--- src/rtl/divider_16by8bits.sv ---
// Sequential restoring divider: 2N-bit unsigned dividend by N-bit divisor,
// one quotient bit per cycle, with up-front overflow / divide-by-zero detection.
module divider_16by8bits #(
    parameter int N = 8
) (
    input  logic           clk,
    input  logic           rst,
    input  logic           st,
    input  logic [2*N-1:0] dvd,
    input  logic [N-1:0]   dvs,
    output logic [N-1:0]   quo,
    output logic [N-1:0]   rem,
    output logic           done,
    output logic           ovf
);

    localparam int CW = (N > 1) ? $clog2(N) : 1;

    typedef enum logic [1:0] {IDLE, RUN, DONE} state_t;

    state_t          state_q, state_d;
    logic [CW-1:0]   cnt_q, cnt_d;
    logic [2*N:0]    acc_q, acc_d;
    logic [N-1:0]    dvs_q, dvs_d;
    logic [N-1:0]    quo_q, quo_d;
    logic [N-1:0]    rem_q, rem_d;
    logic            done_q, done_d;
    logic            ovf_q, ovf_d;

    logic [2*N:0]    shifted;
    logic [N:0]      upper;
    logic [N:0]      diff;
    logic            fits;
    logic [2*N:0]    step;

    // A set acc_q[2N] would be shifted out; its weight alone exceeds any divisor.
    always_comb begin
        shifted = {acc_q[2*N-1:0], 1'b0};
        upper   = shifted[2*N:N];
        diff    = upper - {1'b0, dvs_q};
        fits    = acc_q[2*N] || (upper >= {1'b0, dvs_q});
        step    = fits ? {diff, shifted[N-1:1], 1'b1} : shifted;
    end

    always_comb begin
        state_d = state_q;
        cnt_d   = cnt_q;
        acc_d   = acc_q;
        dvs_d   = dvs_q;
        quo_d   = quo_q;
        rem_d   = rem_q;
        done_d  = done_q;
        ovf_d   = ovf_q;
        case (state_q)
            IDLE: begin
                done_d = 1'b0;
                ovf_d  = 1'b0;
                if (st) begin
                    acc_d = {1'b0, dvd};
                    dvs_d = dvs;
                    cnt_d = '0;
                    if (dvs == '0 || dvd[2*N-1:N] >= dvs) begin
                        state_d = DONE;
                        quo_d   = '1;
                        rem_d   = '0;
                        done_d  = 1'b1;
                        ovf_d   = 1'b1;
                    end else begin
                        state_d = RUN;
                    end
                end
            end
            RUN: begin
                acc_d = step;
                cnt_d = cnt_q + 1'b1;
                if (cnt_q == CW'(N - 1)) begin
                    state_d = DONE;
                    quo_d   = step[N-1:0];
                    rem_d   = step[2*N-1:N];
                    done_d  = 1'b1;
                    ovf_d   = 1'b0;
                end
            end
            DONE: begin
                if (!st) begin
                    state_d = IDLE;
                    done_d  = 1'b0;
                    ovf_d   = 1'b0;
                end
            end
            default: state_d = IDLE;
        endcase
    end

    always_ff @(posedge clk or negedge rst) begin
        if (!rst) begin
            state_q <= IDLE;
            cnt_q   <= '0;
            acc_q   <= '0;
            dvs_q   <= '0;
            quo_q   <= '0;
            rem_q   <= '0;
            done_q  <= 1'b0;
            ovf_q   <= 1'b0;
        end else begin
            state_q <= state_d;
            cnt_q   <= cnt_d;
            acc_q   <= acc_d;
            dvs_q   <= dvs_d;
            quo_q   <= quo_d;
            rem_q   <= rem_d;
            done_q  <= done_d;
            ovf_q   <= ovf_d;
        end
    end

    assign quo  = quo_q;
    assign rem  = rem_q;
    assign done = done_q;
    assign ovf  = ovf_q;

endmodule

--- config.mk ---
export PLATFORM = sky130hd
export DESIGN_NAME = divider_16by8bits
export DESIGN_NICKNAME = d
export VERILOG_FILES = /design/src/rtl/divider_16by8bits.sv
export SDC_FILE = /design/constraint.sdc
export NUM_CORES = 1
export LEC_CHECK = 0
export CAP_MARGIN = 20
export CORE_MARGIN = 8
export CORE_UTILIZATION = 56
export CTS_CLUSTER_DIAMETER = 50
export DETAILED_ROUTE_END_ITERATION = 16
export GPL_TIMING_DRIVEN = 0
export PLACE_DENSITY = 0.83
export SLEW_MARGIN = 20
export SYNTH_ARGS = -nofsm -noshare
export SYNTH_HDL_FRONTEND = slang
export SYNTH_SLANG_ARGS = --single-unit
export TNS_END_PERCENT = 30
--- constraint.sdc ---
create_clock -name clk -period 3.6 [get_ports clk]
set_input_delay 0.54 -clock clk [delete_from_list [all_inputs] [get_ports clk]]
set_output_delay 0.54 -clock clk [all_outputs]
set_load 0.05 [all_outputs]
==> results.yml <==
placed_design:
  gp_congestion: 0.946
  pre_cts_slack_ns: 0.575
  place_area_mm2: 0.00343
  numPortBuffers: 44
  dp_hpwl_um: 5590
cells_and_area:
  multiInputGateArea_mm2: 0.00152
  finish.utilization: 0.698
  num-fill-cells: 409
  final_layout_size_suffix_gt1_frac: 0.0886
  stdcell_area_mm2: 0.00352
  layout.nets: 410
  num_antenna_cells: 0
  regArea_mm2: 0.00120
  area_growth_pct: 21.8
detailed_routing:
  wirelength_um: 7040
  wl_per_cell_um: 16.3
  drc: 0
  ant_nets: 0
  vias_per_cell: 5.66
  num_vias: 2439
  drtIter0Drc: 126
  drt_pass1_iterations: 4
cts:
  cts.clk_slew.worst_paths_ns: 0.09
  clk-insertion-delay-late_ns: 0.30
  root_buffer: "clkbuf_8"
  clock_path_buffers: 2
  cts_max_level: 2
  post_cts_resized: 0
  holdBufCountCts: 0
  clock_sinks: 48
  postCtsSetupBuffers: 0
  cts_buffers: 5
  cts_tree: "done"
job:
  cap_violations: 0
sta:
  hold_viol: 0
  fmaxAchievable_mhz: 368
  max_slew_margin: 0.577
  worst_slack_ns: 0.885
  setup_tns_ns: 0
  fin_crit_sh: 0.754
  worst_pin_slew_ns: 0.628
  layout_min_cycle_time_ns: 2.72
  skew_ns: 0.00400
  maxSlewViolCount: 0
  holdWs_ns: 0.191
  setup-violations-final: 0
  grt_setup_unrepaired: "false"
global_routing:
  overflow: 0
  grt_first_pass_wirelength_um: 11700
  grt_max_degree: 30
  grt_pass1_vias: 2508
  antenna_found_initial: 0
  grt_usage: 0.192
setup_path:
  worstPathMaxFanout: 10
  slowest_stage: "clkdlybuf4s50_1"
  arrival_ns: 2.91
  cp-endpoint: "rem[2]"
  path_buf_inv: 3
  regToRegSetupSlack_ns: 1.14
  critical_path_class: "primary input to flip-flop"
  crit_cells: 9
  rr_worst_depth: 10
  cp_top_family: "compound AO/OA/AOI/OAI gates"
  crit_chain: "clkdlybuf4s50_1 > inv_1 > ha_1 > a211o_1 > a221oi_2 > o31ai_2 > o21a_1 > buf_6 > mux2_4"
  slowest_delay_ns: 0.48
  r2r_start: "acc_q[7]"
  r2r-end: "acc_q[14]"
  required_ns: 3.79
  end_kind: "flip-flop"
  crit_start: "dvs[5]"
  startpoint_type: "primary input"
yosys:
  synth.most_common_cell: "dfrtp_1"
  synth_cell_types: 49
  syn_nets: 358
  ys_seq_elements: 48
  synth_edf_count: 0
  synth_top_area_share: 0.416
  yosysSeqAreaShare: 0.416
  synth_common_cells: "dfrtp_1, nand2_1, inv_1, o21ai_0, ha_1"
  ys_async_sr_fraction: 1.00
  synthCells: 308
  yosys.area.top_type: "dfrtp_1"
  syn_area_mm2: 0.00289
  synth_area_leaders: "dfrtp_1, ha_1, nand2_1"
  synthFlopType: "dfrtp_1"
  yosysWarnings: 0
  synth.avg_cell_area_um2: 9.38
floorplanning:
  num_rows: 26
  core_mm2: 0.00504
  fp.dieW_um: 87.8
  start_util: 0.573
  die-area_mm2: 0.00771
  num_io_pins: 45
  die_h_um: 87.8
pwr:
  leakage_nw: 1.60
  ir_drop_mv: 0.569
  power_density_mw_per_mm2: 1020
outcome:
  outcome: "finished clean"
hold_path:
  worst_hold_path_type: "primary input to asynchronous set/reset pin"
==> how the worst min path moves through the flow <==
stage          endpoint  cells after the start  slack, ns   start
6_report         rem[0]                      1       0.19     rst
5_1_grt          rem[0]                      1       0.23     rst
4_1_cts          rem[0]                      1       0.20     rst
3_5_place_dp     quo[3]                      2       0.46  quo[3]
3_3_place_gp     quo[3]                      2       0.45  quo[3]
2_1_floorplan  acc_q[0]                      0       0.24     rst
==> power breakdown <==
group	leakage (nW)	total, mW	switching (mW)	internal, mW
clock network	0.0479	0.323	0.187	0.136
registers	0.586	0.961	0.171	0.790
logic	0.966	2.30	1.42	0.871
total	1.60	3.58	1.78	1.80
==> layer usage <==
| layer | global-route usage | wire [um] | up-vias |
|---|---|---|---|
| met5 | 0 | 0 | - |
| met4 | 0.0859 | 203 | 0 |
| met3 | 0.0272 | 280 | 16 |
| met2 | 0.319 | 3430 | 60 |
| met1 | 0.240 | 3120 | 1178 |
| li1 | - | - | 1185 |
==> through the flow <==
stage                     total power [mW]  cells
after floorplan                       2.63    308
after global placement                3.15    422
after detailed placement              3.25    423
after CTS                             3.58    431
after global routing                  3.84    431
final                                 3.58    431
==> cell families (layout without fill, tap and decap cells) <==
logic type	Yosys count	count (layout)	synth area share
AND/OR/NAND/NOR	90	90	0.135
adder cells (fa/ha/maj)	23	23	0.102
multiplexers	18	18	0.0697
flip-flops	48	48	0.416
XOR/XNOR	5	5	0.0152
buffers and inverters	38	91	0.0589
AO/OA/AOI/OAI	86	86	0.203
==> flip-flops by register name (all words and copies together), names as in the netlist <==
register,flops
acc_q,17
cnt_q,3
done,1
dvs_q,8
ovf,1
quo,8
rem,8
state_q,2
==> cell usage in the layout (no fill, tap or decap), types with 3 or more instances in the layout <==
cell / n
nand4_1: 5
clkbuf_8: 6
nor3_1: 4
mux2_4: 3
o22a_1: 4
o21ai_0: 25
mux2i_1: 10
dfrtp_1: 48
clkdlybuf4s50_1: 43
mux2_2: 5
buf_2: 3
o31ai_1: 4
a211oi_1: 3
a21o_1: 4
nand3_1: 3
clkbuf_1: 7
xor2_1: 3
ha_1: 22
inv_1: 25
a21oi_1: 19
nor2_1: 21
o21a_1: 4
nand2_1: 47
==> area by class of cell <==
cell class,instances,share of cell area
plain buffers,13,0.0217
clock buffers,5,0.0196
clock inverters,3,0.00533
inverters,25,0.0267
multi-input cells,222,0.431
flip-flops and latches,48,0.341
well taps,70,0.0249
repair buffers,45,0.129
(Power assumes the default switching activity.)
